File: src/rtl/sel_counter_table_pkg.sv
// Shared branch-predictor definitions: selector table defaults and sweep FSM states.
package sel_counter_table_pkg;

  localparam int unsigned CtrWDefault = 2;
  localparam int unsigned IdxWDefault = 6;

  // INIT sweeps the table to the reset value; RUN serves lookups and updates.
  typedef enum logic {
    StInit,
    StRun
  } tbl_state_e;

  // Reset value: one below the midpoint, i.e. weakly prefer predictor 1.
  function automatic int unsigned init_ctr(int unsigned ctr_w);
    return (32'd1 << (ctr_w - 1)) - 32'd1;
  endfunction

endpackage

File: src/rtl/sat_ctr_update.sv
// Combinational saturating up/down step for one selector counter.
module sat_ctr_update #(
  parameter int unsigned CTR_W = 2
) (
  input  logic [CTR_W-1:0] ctr_i,
  input  logic             p1_correct_i,
  input  logic             p2_correct_i,
  output logic [CTR_W-1:0] ctr_o,
  output logic             changed_o
);

  // P2-only win counts up, P1-only win counts down, ties hold; both ends saturate.
  always_comb begin
    ctr_o = ctr_i;
    if (p2_correct_i && !p1_correct_i && (ctr_i != '1)) begin
      ctr_o = ctr_i + CTR_W'(1);
    end else if (p1_correct_i && !p2_correct_i && (ctr_i != '0)) begin
      ctr_o = ctr_i - CTR_W'(1);
    end
    changed_o = (ctr_o != ctr_i);
  end

endmodule

File: src/rtl/sel_counter_table.sv
// Tournament selector table: one saturating counter per index choosing between
// predictor 1 and predictor 2, with a post-reset initialisation sweep.
module sel_counter_table
  import sel_counter_table_pkg::*;
#(
  parameter int unsigned CTR_W = CtrWDefault,
  parameter int unsigned IDX_W = IdxWDefault,
  parameter int unsigned INIT  = init_ctr(CTR_W)
) (
  input  logic             clk,
  input  logic             reset,
  input  logic             rd_valid,
  input  logic [IDX_W-1:0] rd_idx,
  input  logic             upd_valid,
  input  logic [IDX_W-1:0] upd_idx,
  input  logic             p1_correct,
  input  logic             p2_correct,
  output logic             rd_vld_o,
  output logic             rd_sel,
  output logic [CTR_W-1:0] rd_ctr,
  output logic             wr_en,
  output logic             init_busy
);

  localparam int unsigned      DEPTH   = 2 ** IDX_W;
  localparam logic [CTR_W-1:0] InitVal = CTR_W'(INIT);

  logic [CTR_W-1:0] table_q [DEPTH];

  tbl_state_e       state_q, state_d;
  logic [IDX_W-1:0] ptr_q, ptr_d;

  logic             rd_vld_q, rd_vld_d;
  logic             rd_sel_q, rd_sel_d;
  logic [CTR_W-1:0] rd_ctr_q, rd_ctr_d;
  logic             wr_en_q, wr_en_d;

  logic [CTR_W-1:0] upd_cur, upd_nxt, rd_val;
  logic             upd_changed, upd_fire;

  assign upd_cur  = table_q[upd_idx];
  assign upd_fire = upd_valid && (state_q == StRun);

  sat_ctr_update #(
    .CTR_W(CTR_W)
  ) u_sat_ctr_update (
    .ctr_i       (upd_cur),
    .p1_correct_i(p1_correct),
    .p2_correct_i(p2_correct),
    .ctr_o       (upd_nxt),
    .changed_o   (upd_changed)
  );

  // Sweep FSM: one entry per cycle in INIT, leave after the last entry.
  always_comb begin
    state_d = state_q;
    ptr_d   = ptr_q;
    case (state_q)
      StInit: begin
        ptr_d = ptr_q + IDX_W'(1);
        if (&ptr_q) begin
          state_d = StRun;
          ptr_d   = '0;
        end
      end
      StRun: begin
        ptr_d = '0;
      end
    endcase
  end

  // Lookup result with write-first bypass; INIT answers with the reset value.
  always_comb begin
    rd_val = table_q[rd_idx];
    if (state_q == StInit) begin
      rd_val = InitVal;
    end else if (upd_fire && (upd_idx == rd_idx)) begin
      rd_val = upd_nxt;
    end
    rd_vld_d = rd_valid;
    rd_ctr_d = rd_valid ? rd_val : rd_ctr_q;
    rd_sel_d = rd_valid ? rd_val[CTR_W-1] : rd_sel_q;
    wr_en_d  = upd_fire && upd_changed;
  end

  // Control and output registers with synchronous reset.
  always_ff @(posedge clk) begin
    if (reset) begin
      state_q  <= StInit;
      ptr_q    <= '0;
      rd_vld_q <= 1'b0;
      rd_sel_q <= 1'b0;
      rd_ctr_q <= '0;
      wr_en_q  <= 1'b0;
    end else begin
      state_q  <= state_d;
      ptr_q    <= ptr_d;
      rd_vld_q <= rd_vld_d;
      rd_sel_q <= rd_sel_d;
      rd_ctr_q <= rd_ctr_d;
      wr_en_q  <= wr_en_d;
    end
  end

  // Table storage: sweep writes in INIT, counter updates in RUN.
  always_ff @(posedge clk) begin
    if (!reset) begin
      if (state_q == StInit) begin
        table_q[ptr_q] <= InitVal;
      end else if (upd_fire) begin
        table_q[upd_idx] <= upd_nxt;
      end
    end
  end

  assign rd_vld_o  = rd_vld_q;
  assign rd_sel    = rd_sel_q;
  assign rd_ctr    = rd_ctr_q;
  assign wr_en     = wr_en_q;
  assign init_busy = (state_q == StInit);

endmodule

File: config.mk
export PLATFORM = sky130hd
export DESIGN_NAME = sel_counter_table
export DESIGN_NICKNAME = d
export VERILOG_FILES = /design/src/rtl/sel_counter_table_pkg.sv /design/src/rtl/sat_ctr_update.sv /design/src/rtl/sel_counter_table.sv
export SDC_FILE = /design/constraint.sdc
export NUM_CORES = 1
export LEC_CHECK = 0
export ABC_AREA = 1
export ABC_CLOCK_PERIOD_IN_PS = 7300
export CAP_MARGIN = 5
export CORE_MARGIN = 3
export CORE_UTILIZATION = 44
export DETAILED_ROUTE_END_ITERATION = 8
export SYNTH_ARGS = -nofsm -noshare
export SYNTH_HDL_FRONTEND = slang
export SYNTH_HIERARCHICAL = 1
export SYNTH_SLANG_ARGS = --single-unit
export TNS_END_PERCENT = 20
File: constraint.sdc
create_clock -name clk -period 7.3 [get_ports clk]
set_input_delay 1.825 -clock clk [delete_from_list [all_inputs] [get_ports clk]]
set_output_delay 1.825 -clock clk [all_outputs]
set_load 0.01 [all_outputs]
# Word-level counts from Yosys, hierarchy flattened
# Memory sizes are Yosys's and may differ from the RTL's.
# Cells that the tools add are included.
# Widths: inputs -> output; s select.
[classes]
add_sub_neg = 3
n_eq_ne = 3
n_reduce_logical = 12
mux = 18
n_bitwise = 1
[op_table]
columns = ["cell", "n"]
rows = [
  ["$mux 6", 2],
  ["$pmux 6 s2", 1],
  ["$mux 1", 10],
  ["$mux 2", 5],
  ["$logic_and 1x1->1", 7],
  ["$add 6x1->6 const B", 1],
  ["$eq 6x6->1", 1],
  ["$reduce_and 6->1", 1],
  ["$add 2x1->2 const B", 1],
  ["$logic_not 1->1", 2],
  ["$ne 2x2->1", 1],
  ["$ne 2x2->1 const B", 1],
  ["$reduce_bool 2->1", 1],
  ["$reduce_or 2->1", 1],
  ["$sub 2x1->2 const B", 1],
  ["$not 1->1", 1],
]
[word_totals]
inputBits = 18
regBits = 12
ram_bits = 128
n_memories = 1
word_cells = 44
[mem_list]
columns = ["name", "words", "word_bits", "rd", "rd_ports_with_merged_regs", "write_ports", "line", "rtl"]
rows = [
  ["table_q", 64, 2, 2, 0, 1, "sel_counter_table.sv:28", "logic [CTR_W-1:0] table_q [DEPTH];"],
]

# Longest topological paths before layout
[depth]
ltp_word = 7
depth_mapped = 22
ltp_nobuf = 20

# Cells and area by module
# Netlist, hierarchy kept.
[by_module_without_submodules]
columns = ["mod", "cells_per_inst", "area_per_inst_um2", "seq_area_each_um2", "instances"]
rows = [
  ["sel_counter_table", 847, 7410.9, 4063.9, 1],
  ["sat_ctr_update", 19, 101.3, 0.0, 1],
]

# Least setup slack after synthesis
# Ideal clock, no wire load.
[synth_timing]
path_type = "input -> register"
from = "input port upd_idx[1]"
to = "memory table_q[0][1] (data pin)"
slack_ns = 1.637
stages = 20
required_time_ns = 6.801
n_path_buf = 2
setup_time_ns = 0.499
t_arrival_ns = 5.164
cell_sequence = "buf_2 -> inv_1 -> clkbuf_1 -> o21ai_0 -> o22ai_1 -> o21ai_0 -> inv_1 -> o21ai_0 -> o211ai_1 -> nand3_1 -> nand2_1 -> inv_1 -> ha_1 -> nor2_1 -> nand2_1 -> nand2_1 -> nand3_1 -> nand2_1 -> inv_1 -> nor2_1"
[synth_via]
elab_chain_cells = 6
[synth_rtl]
columns = ["item", "line", "rtl"]
rows = [
  ["start: declaration", "sel_counter_table.sv:15", "input logic [IDX_W-1:0] upd_idx,"],
  ["$mem_v2 64x2 *", "--", ""],
  ["net upd_cur[0]", "sel_counter_table.sv:38", "logic [CTR_W-1:0] upd_cur, upd_nxt, rd_val;"],
  ["branches (longest 3 deep; another with $sub 2x1->2)", "--", ""],
  ["$mux 2 *", "sat_ctr_update.sv:15", "if (p2_correct_i && !p1_correct_i && (ctr_i != '1)) begin"],
  ["net upd_nxt[1]", "sel_counter_table.sv:38", ""],
  ["$mux 2 (no line) *", "--", ""],
  ["end: declaration", "sel_counter_table.sv:28", ""],
]
# Mark *: on every way through the listed nets, which the timed path passes.

# Worst setup path after layout
[layout_timing]
from = "input port upd_idx[1]"
to = "memory table_q[45][1] (data pin)"
# Same word-level chain as after synthesis.

==> flow_summary.json <==
{
  "status": "finished clean",
  "period_needed_ps": 5760,
  "syn-num-nets": 887,
  "syn-instance-count": 866,
  "die_w_um": 137,
  "drt-total-wl_um": 23000,
  "yosys_register_bits": 139,
  "r2r_slack_ps": 4060,
  "cts_tree": "done",
  "hold_viol_final": 0,
  "die_area_um2": 18700,
  "syn_area_um2": 7510,
  "htree_levels": 4,
  "path_clk_slew_ps": 60,
  "top_layer_used": "met4",
  "wl_per_cell_um": 21.0,
  "clock.fmax_mhz": 174,
  "crit_slowest_cell": "inv_1",
  "whs_ps": 493,
  "crit_top_cell": "nand2_1",
  "dp_hpwl_um": 13900,
  "drc": 0,
  "endpoint_kind": "register",
  "post-synth-top-area-cell": "edfxtp_1",
  "post-route-period-util_pct": 78.8,
  "cts_root_buffer": "clkbuf_16",
  "fin_nets": 888,
  "postCtsSetupRepairBufs": 0,
  "die_h_um": 137,
  "antenna_found_initial": 0,
  "cts_hold_buffers": 0,
  "wl_met3_um": 2110,
  "syn_to_final_growth_pct": 13.3,
  "peakVddDrop_mv": 0.175,
  "critPathMaxFanout": 36,
  "synth_edf_count": 128,
  "grt_pass1_vias": 6608,
  "arrival_ps": 6010,
  "setup_tns_ps": 0,
  "drt_iter0_drc": 842,
  "clock_path_buffers": 2,
  "drt-met1-wl_um": 9210,
  "cts_sinks": 139,
  "wl_met2_um": 10900,
  "num_vias": 6649,
  "firstDrtPassIters": 7,
  "rsz0062_at_grt": "false",
  "grt_start_max_net_pins": 68,
  "n_antenna_cell": 0,
  "placementRows": 47,
  "grt_pass1_wl_um": 36600,
  "required_ps": 7560,
  "gp_congestion": 0.939,
  "synth_flop_cell": "edfxtp_1",
  "cts_resized": 0,
  "yosys_warnings": 6,
  "start_util_pct": 45.1,
  "maxSlewViolCount": 0,
  "drive_gt1_share_pct": 7.85,
  "via_per_inst": 6.05,
  "drtAntennaViolNets": 0,
  "p_per_area_nw_per_um2": 233,
  "syn_avg_cell_area_um2": 8.67,
  "clkLatencyLatePin_ps": 430,
  "synth_top_area_share_pct": 51.2,
  "finalSetupViolCount": 0,
  "io_buffers": 23,
  "drv_cap": 0,
  "hp-class": "reg -> reg",
  "p_leak_nw": 3.19,
  "ios": 24,
  "fillers": 1553,
  "synth_cell_types": 37,
  "ys_top_cells_by_area": "edfxtp_1 51%, nand2_1 10%, nand3_1 8.1%, nor2_1 7.4%, o21ai_0 5.5%",
  "globalRouteOverflowTotal": 0,
  "startpoint_type": "input pin",
  "slew_headroom_pct": 3.97,
  "cts_buffers": 17,
  "fin_skew_ps": 6.89,
  "path_class": "in -> reg",
  "grtUsageTotal_pct": 25.9,
  "coreArea_um2": 16600,
  "critPathMaxStageDelay_ps": 890,
  "ys_seq_area_share_pct": 54.1,
  "cp_cell_sequence": "clkdlybuf4s50_1 > inv_1 > o21ai_0 > o22ai_1 > o21ai_0 > o21ai_0 > o211ai_1 > nand2_1 > inv_1 > ha_1 > nor2_1 > nand2_1 > nand2_1 > nand3_1 > nand2_1 > inv_1 > nor2_4 > buf_12",
  "worstMarginPinSlew_ps": 1440,
  "async_flop_share_pct": 0
}
## critical path, delay by kind of cell
kind,cells,cell delay [ps]
and+or+nand+nor,7,1210
buffers and inverters,5,1730
AOI/OAI and AO/OA,5,1010
adders and majority gates,1,200
## per-layer routing
layer,up-vias,GRT usage [%]
li1,3016,-
met5,-,0
met1,3167,33.9
met2,399,41.8
met3,67,4.78
met4,0,12.4
## synthesized netlist by cell type, types with 2 or more instances
library cell  count
nand2_1         203
a21oi_1          11
o21ai_2           3
nand4_4           8
o22ai_1          32
clkinv_1          2
inv_1            29
xor2_1            2
o21ai_4           3
inv_4             2
nand3_1         121
a211oi_1          2
dfxtp_1          11
o21ai_0          82
buf_1             2
edfxtp_1        128
inv_2             2
ha_1              3
o211ai_1          5
buf_2            22
nor2_1          149
clkbuf_1         26
nand2_2           4
## area by class of cell
| cell class | instances | area, um2 | share of cell area, % |
|---|---|---|---|
| clock buffers | 18 | 429 | 5.04 |
| clock inverters | 13 | 200 | 2.35 |
| repair buffers | 33 | 308 | 3.62 |
| multi-input cells | 640 | 3090 | 36.3 |
| flip-flops and latches | 139 | 4060 | 47.8 |
| inverters | 36 | 145 | 1.71 |
| well taps | 220 | 275 | 3.23 |
## metrics by stage
stage / instance area (um2) / power [W] / cells / utilization, % / setup WS [ps]
finish: 8510 / 0.00198 / 1099 / 51.1 / 1540
global route: 8510 / 0.00205 / 1099 / 51.1 / 1190
CTS: 8510 / 0.00199 / 1099 / 51.1 / 1630
detailed placement: 7880 / 0.00106 / 1068 / 47.3 / 1190
global placement: 7880 / 0.00106 / 1068 / 47.3 / 1280
floorplan: 7510 / 0.00100 / 866 / - / 1640
## flip-flops by register name (all words and copies together) (netlist names)
| signal | cells |
|---|---|
| rd_sel | 1 |
| ptr_q | 6 |
| state_q | 1 |
| table_q | 128 |
| rd_vld_o | 1 |
| wr_en | 1 |
| rd_ctr | 1 |
## path summary, 6_finish.rpt
path,from,end,depth (start not counted)
max,upd_idx[1],table_q[45][1]$_DFFE_PP_,18
min,rd_sel$_SDFFE_PP0P_,rd_sel$_SDFFE_PP0P_,2
min reg2reg,rd_sel$_SDFFE_PP0P_,rd_sel$_SDFFE_PP0P_,2
max reg2reg,table_q[57][0]$_DFFE_PP_,table_q[45][1]$_DFFE_PP_,16
## report_power, final
group	internal (W)	switching [W]	total [W]
Sequential	0.000860	0.00000264	0.000863
Clock	0.000601	0.000327	0.000928
Combinational	0.0000556	0.000133	0.000189
Total	0.00152	0.000463	0.00198
## layout by cell type (no fill, tap or decap), types with 2 or more instances in the layout
master / n
bufinv_16: 5
a211oi_1: 2
xor2_1: 2
clkinv_4: 2
dfxtp_1: 11
o211ai_1: 5
edfxtp_1: 128
a21oi_1: 11
o21ai_4: 3
nand2_1: 203
buf_2: 2
inv_1: 28
nand2_2: 4
nand4_4: 8
o22ai_1: 32
nor2_1: 148
o21ai_0: 82
inv_4: 2
o21ai_2: 3
clkinv_2: 2
buf_4: 9
clkdlybuf4s50_1: 21
ha_1: 3
clkinvlp_4: 2
nand3_1: 121
clkinv_1: 5
inv_2: 2
clkbuf_16: 17
## cells by family (layout without fill, tap and decap cells)
family                   Yosys count  after routing  synth area share (%)
adder cells (fa/ha/maj)            3              3                 0.500
AO/OA/AOI/OAI                    143            143                  11.2
AND/OR/NAND/NOR                  492            492                  29.1
buffers and inverters             87            100                  4.90
flip-flops                       139            139                  54.1
XOR/XNOR                           2              2                 0.233
Power figures use the tool's default switching activity.
